$ cat src/rtl/johnson_pkg.sv
// Shared constants and types for the Johnson counter block: seven-segment
// glyphs, width limits and the load-code classification record.
package johnson_pkg;

    localparam int unsigned MAX_WIDTH = 16;
    localparam int unsigned IDX_W     = 5;

    // Active-low gfedcba glyphs, element [n] is the glyph for hex digit n.
    localparam logic [15:0][6:0] SEG_CODES = {
        7'b0001110,  // F
        7'b0000110,  // E
        7'b0100001,  // d
        7'b1000110,  // C
        7'b0000011,  // b
        7'b0001000,  // A
        7'b0010000,  // 9
        7'b0000000,  // 8
        7'b1111000,  // 7
        7'b0000010,  // 6
        7'b0010010,  // 5
        7'b0011001,  // 4
        7'b0110000,  // 3
        7'b0100100,  // 2
        7'b1111001,  // 1
        7'b1000000   // 0
    };

    typedef enum logic [1:0] {
        OP_HOLD,
        OP_STEP,
        OP_LOAD
    } op_t;

    typedef struct packed {
        logic             legal;
        logic [IDX_W-1:0] step;
    } code_info_t;

endpackage

$ cat src/rtl/hex_to_7seg.sv
// Hex digit to active-low gfedcba seven-segment decode.
module hex_to_7seg
    import johnson_pkg::*;
(
    input  logic [3:0] digit,
    output logic [6:0] seg
);

    assign seg = SEG_CODES[digit];

endmodule

$ cat src/rtl/johnson_nbit.sv
// Bidirectional WIDTH-bit Johnson counter with step index, wrap pulse,
// checked synchronous load and two hex displays of the step index.
module johnson_nbit
    import johnson_pkg::*;
#(
    parameter int unsigned WIDTH = 8
) (
    input  logic             clk,
    input  logic             reset,
    input  logic             en,
    input  logic             dir,
    input  logic             load,
    input  logic [WIDTH-1:0] load_val,
    output logic [WIDTH-1:0] q,
    output logic [IDX_W-1:0] idx,
    output logic             wrap,
    output logic             err,
    output logic [6:0]       HEX0,
    output logic [6:0]       HEX1
);

    localparam logic [IDX_W-1:0] LAST_IDX = IDX_W'(2 * WIDTH - 1);

    if (WIDTH < 2 || WIDTH > MAX_WIDTH) begin : g_width_check
        $error("johnson_nbit: WIDTH must be in 2..16");
    end

    // A code is legal only if it equals the code of some step k; that k is the index.
    function automatic code_info_t classify(input logic [WIDTH-1:0] code);
        code_info_t       info;
        logic [WIDTH-1:0] ones;
        logic [WIDTH-1:0] cand;
        info = '0;
        ones = '1;
        for (int unsigned k = 0; k < 2 * WIDTH; k++) begin
            if (k <= WIDTH) cand = ones >> (WIDTH - k);
            else            cand = ~(ones >> (2 * WIDTH - k));
            if (!info.legal && code == cand) begin
                info.legal = 1'b1;
                info.step  = IDX_W'(k);
            end
        end
        return info;
    endfunction

    op_t              op;
    code_info_t       info;
    logic [WIDTH-1:0] q_next;
    logic [IDX_W-1:0] idx_next;
    logic             wrap_next;
    logic             err_next;

    always_comb begin
        op = OP_HOLD;
        if (load)    op = OP_LOAD;
        else if (en) op = OP_STEP;
    end

    always_comb begin
        info      = classify(load_val);
        q_next    = q;
        idx_next  = idx;
        wrap_next = 1'b0;
        err_next  = err;
        case (op)
            OP_LOAD: begin
                if (info.legal) begin
                    q_next   = load_val;
                    idx_next = info.step;
                    err_next = 1'b0;
                end else begin
                    q_next   = '0;
                    idx_next = '0;
                    err_next = 1'b1;
                end
            end
            OP_STEP: begin
                if (!dir) begin
                    q_next    = {q[WIDTH-2:0], ~q[WIDTH-1]};
                    wrap_next = (idx == LAST_IDX);
                    idx_next  = (idx == LAST_IDX) ? '0 : idx + IDX_W'(1);
                end else begin
                    q_next    = {~q[0], q[WIDTH-1:1]};
                    wrap_next = (idx == '0);
                    idx_next  = (idx == '0) ? LAST_IDX : idx - IDX_W'(1);
                end
            end
            default: ;
        endcase
    end

    always_ff @(posedge clk) begin
        if (reset) begin
            q    <= '0;
            idx  <= '0;
            wrap <= 1'b0;
            err  <= 1'b0;
        end else begin
            q    <= q_next;
            idx  <= idx_next;
            wrap <= wrap_next;
            err  <= err_next;
        end
    end

    hex_to_7seg u_hex0 (
        .digit (idx[3:0]),
        .seg   (HEX0)
    );

    hex_to_7seg u_hex1 (
        .digit ({3'b000, idx[4]}),
        .seg   (HEX1)
    );

endmodule

$ cat config.mk
export PLATFORM = sky130hd
export DESIGN_NAME = johnson_nbit
export DESIGN_NICKNAME = d
export VERILOG_FILES = /design/src/rtl/johnson_pkg.sv /design/src/rtl/hex_to_7seg.sv /design/src/rtl/johnson_nbit.sv
export SDC_FILE = /design/constraint.sdc
export NUM_CORES = 1
export LEC_CHECK = 0
export CORE_MARGIN = 5
export CORE_UTILIZATION = 54
export DETAILED_ROUTE_END_ITERATION = 6
export PLACE_DENSITY = 0.85
export SLEW_MARGIN = 20
export SYNTH_ARGS = -nofsm -noshare
export SYNTH_HDL_FRONTEND = slang
export SYNTH_SLANG_ARGS = --single-unit
export TNS_END_PERCENT = 100
$ cat constraint.sdc
create_clock -name clk -period 5.3 [get_ports clk]
set_input_delay 0.795 -clock clk [delete_from_list [all_inputs] [get_ports clk]]
set_output_delay 0.795 -clock clk [all_outputs]
set_load 0.1 [all_outputs]
==> run_results.csv <==
group,metric,value,unit
cells_and_area,final-instance-count-excl-fill,292,
critical_path,slowest_delay,0.71,ns
clocking,clkSlewWorstSetupHoldPaths,0.12,ns
clocking,ctsRootBufferMaster,"clkbuf_4",
synth,yosysUniqueCellTypes,62,
global_route,grtUsageTotal,18.4,%
floorplanning,coreArea,0.00331,mm^2
power_and_ir_drop,power_density,231,mW/mm^2
critical_path,timing.rr.start,"idx[0]",
critical_path,cp.buffers_inverters,2,
floorplanning,die_w,68.1,um
clocking,cts_buffers,3,
cells_and_area,nets,268,
floorplanning,start_util,55.1,%
cells_and_area,final_util,64.9,%
global_route,overflow,0,
cells_and_area,antennaDiodeCount,0,
synth,ys_seq_elements,22,
clocking,cts_hold_buf,0,
sta,setup_viol,0,
route,routed_via_density,5.94,
sta,layout_setup_ws,1.47,ns
critical_path,critical_path_required,5.53,ns
sta,worst_slew_pin_slew,0.981,ns
min_path,hold_class,"reg2reg",
place,hpwlAfterDp,3200,um
global_route,grt_pass1_wl,6710,um
critical_path,r2r_end,"HEX0[0]",
sta,fin_skew,0.00413,ns
place,gp_congestion,0.785,
cells_and_area,fill_cells,288,
cells_and_area,area_growth,17.9,%
global_route,antenna_found_initial,0,
route,antenna_left,0,
sta,hold_viol_final,0,
floorplanning,io_pins,42,
critical_path,cp_cell_sequence,"clkdlybuf4s50_1 -> nand4_1 -> o21ba_2 -> o41a_1 -> a211o_1 -> nand3b_1 -> inv_1 -> ha_1 -> or4_1 -> o21ai_0",
synth,yosysMostFrequentCell,"nor2_1",
synth,yosysWarnings,0,
critical_path,path_delay_family,"compound AO/OA/AOI/OAI gates",
synth,yosys.area.top_type_share,24.2,%
route,drt_first_pass_iters,4,
place,dp_cells,288,
synth,ys_seq_area_share,24.2,%
synth,synth_edf_count,0,
critical_path,start_kind,"primary input",
clocking,clk-insertion-delay-late,0.30,ns
critical_path,critPathMaxFanout,11,
sta,fin_tns_setup,0,ns
synth,synth_top_area_cell,"dfxtp_1",
synth,syn_area_per_cell,8.07,um^2
cells_and_area,drive_above_1_share,8.94,%
critical_path,r2r_cells,12,
power_and_ir_drop,power.leakage,0.000855,uW
route,routed_wl,4170,um
synth,synth_async_sr_flop_share,0,%
min_path,hold_path_startpoint,"err",
critical_path,worst_setup_path_end_kind,"register",
clocking,ctsLongestPathBuffers,2,
route,drc_errors,0,
sta,fmax,261,MHz
route,wl_per_cell,14.3,um
sta,drv_slew,0,
place,dp_slack,1.18,ns
sta,hold_ws,0.484,ns
sta,rsz0062_at_grt,"false",
global_route,grt_pass1_vias,1458,
clocking,ctsResizeCount,0,
floorplanning,row_count,21,
sta,period_share,72.2,%
clocking,htreeDepth,1,
flow_run,maxCapViolations,0,
min_path,holdPathStages,2,
min_path,min_to,"err",
critical_path,slowest_stage,"clkdlybuf4s50_1",
sta,fin_crit,3.83,ns
synth,netlist_area,0.00182,mm^2
power_and_ir_drop,vdd_drop_max,0.100,mV
synth,synthTopCellsByCount,"26 x nor2_1, 22 x dfxtp_1, 15 x a21oi_1, 15 x o21ai_0, 14 x nand2_1",
place,io_buffers,38,
clocking,cts_setup_buffers,0,
floorplanning,dieArea,0.00464,mm^2
run_status,status,"complete, no violations",
sta,slew_headroom,34.4,%
critical_path,crit_type,"in2reg",
global_route,grt_max_degree,25,
critical_path,rrSetupSlack,2.35,ns
synth,ys.flop_type,"dfxtp_1",
synth,ys_top_cells_by_area,"dfxtp_1 24%, ha_1 5.5%, mux2i_1 5.5%, nor2_1 5.4%, a21oi_1 4.1%",
clocking,tritoncts,"yes",
synth,netlist_instances,226,
route,first_iter_violations,159,
floorplanning,die_h,68.1,um
clocking,cts_sinks,22,
critical_path,critical_path_arrival,4.06,ns
route,vias,1735,
==> final cells by class <==
cell class	count	area, um^2	area share, %
sequential	22	440	20.5
timing repair buffer	38	380	17.7
inverter	12	45.0	2.10
clock buffer	4	36.3	1.69
multi-input combinational	170	1190	55.4
tap	46	57.6	2.68
==> metrics by stage <==
step                cell area, um^2  total power, uW
floorplan                      1830              367
global placement               2110              408
detailed placement             2110              411
CTS                            2150              500
global route                   2150              523
finish                         2150              497
==> cells by family after synthesis <==
family,after synthesis,share of synthesized area [%]
flip-flops,22,24.2
AND/OR/NAND/NOR,78,23.3
multiplexers,14,9.20
other,2,0.412
AO/OA/AOI/OAI,67,26.7
adder cells (fa/ha/maj),8,5.49
buffers and inverters,35,10.8
==> layer usage <==
metal	vias up	global-route usage, %	part of all wire (%)
met5	-	0	0
met4	0	6.20	1.8
met3	8	1.64	6.3
met2	64	29.1	45
met1	805	26.0	46
li1	858	-	-
==> placed cells by master, fill, tap and decap left out, types with 3 or more instances in the layout <==
| master | Yosys | routed |
|---|---|---|
| inv_1 | 11 | 11 |
| nand4_1 | 3 | 3 |
| nand3_1 | 7 | 7 |
| o21ai_0 | 15 | 15 |
| o211ai_1 | 4 | 4 |
| and2_1 | 3 | 3 |
| clkbuf_4 | 0 | 3 |
| a211oi_1 | 6 | 6 |
| clkdlybuf4s50_1 | 0 | 38 |
| mux2i_1 | 10 | 10 |
| a21oi_1 | 15 | 15 |
| conb_1 | 2 | 3 |
| nor3_1 | 3 | 3 |
| nor2_1 | 26 | 26 |
| nand3b_1 | 4 | 4 |
| nand2_1 | 14 | 14 |
| dfxtp_1 | 22 | 22 |
| ha_1 | 8 | 8 |
==> worst min-delay path, cell delays in order (launching register included) <==
cell and delay [ns]:
dfxtp_1 0.34, nand2_1 0.06, a21oi_1 0.05
==> state kept, by name (all words and copies together), names as in the netlist <==
name / cells
q: 8
HEX0: 7
idx: 5
err: 1
wrap: 1
==> worst max path at each step <==
stage / slack [ns] / end / from / cells after the start
after floorplan: 1.92 / HEX0[4] / load_val[5] / 10
after global placement: 1.23 / HEX0[2] / load_val[3] / 10
after detailed placement: 1.18 / HEX0[2] / load_val[3] / 10
after CTS: 1.50 / HEX0[2] / load_val[3] / 10
after global routing: 1.28 / HEX0[2] / load_val[5] / 10
final: 1.47 / HEX0[2] / load_val[3] / 10
==> where the power goes <==
part           switching [uW]  total [uW]  leakage, uW  internal, uW
combinational             157         222     0.000653          64.6
clock                    47.4        89.3    0.0000210          41.9
sequential               9.12         186     0.000181           177
No activity file was read; power rests on OpenSTA's default activity.
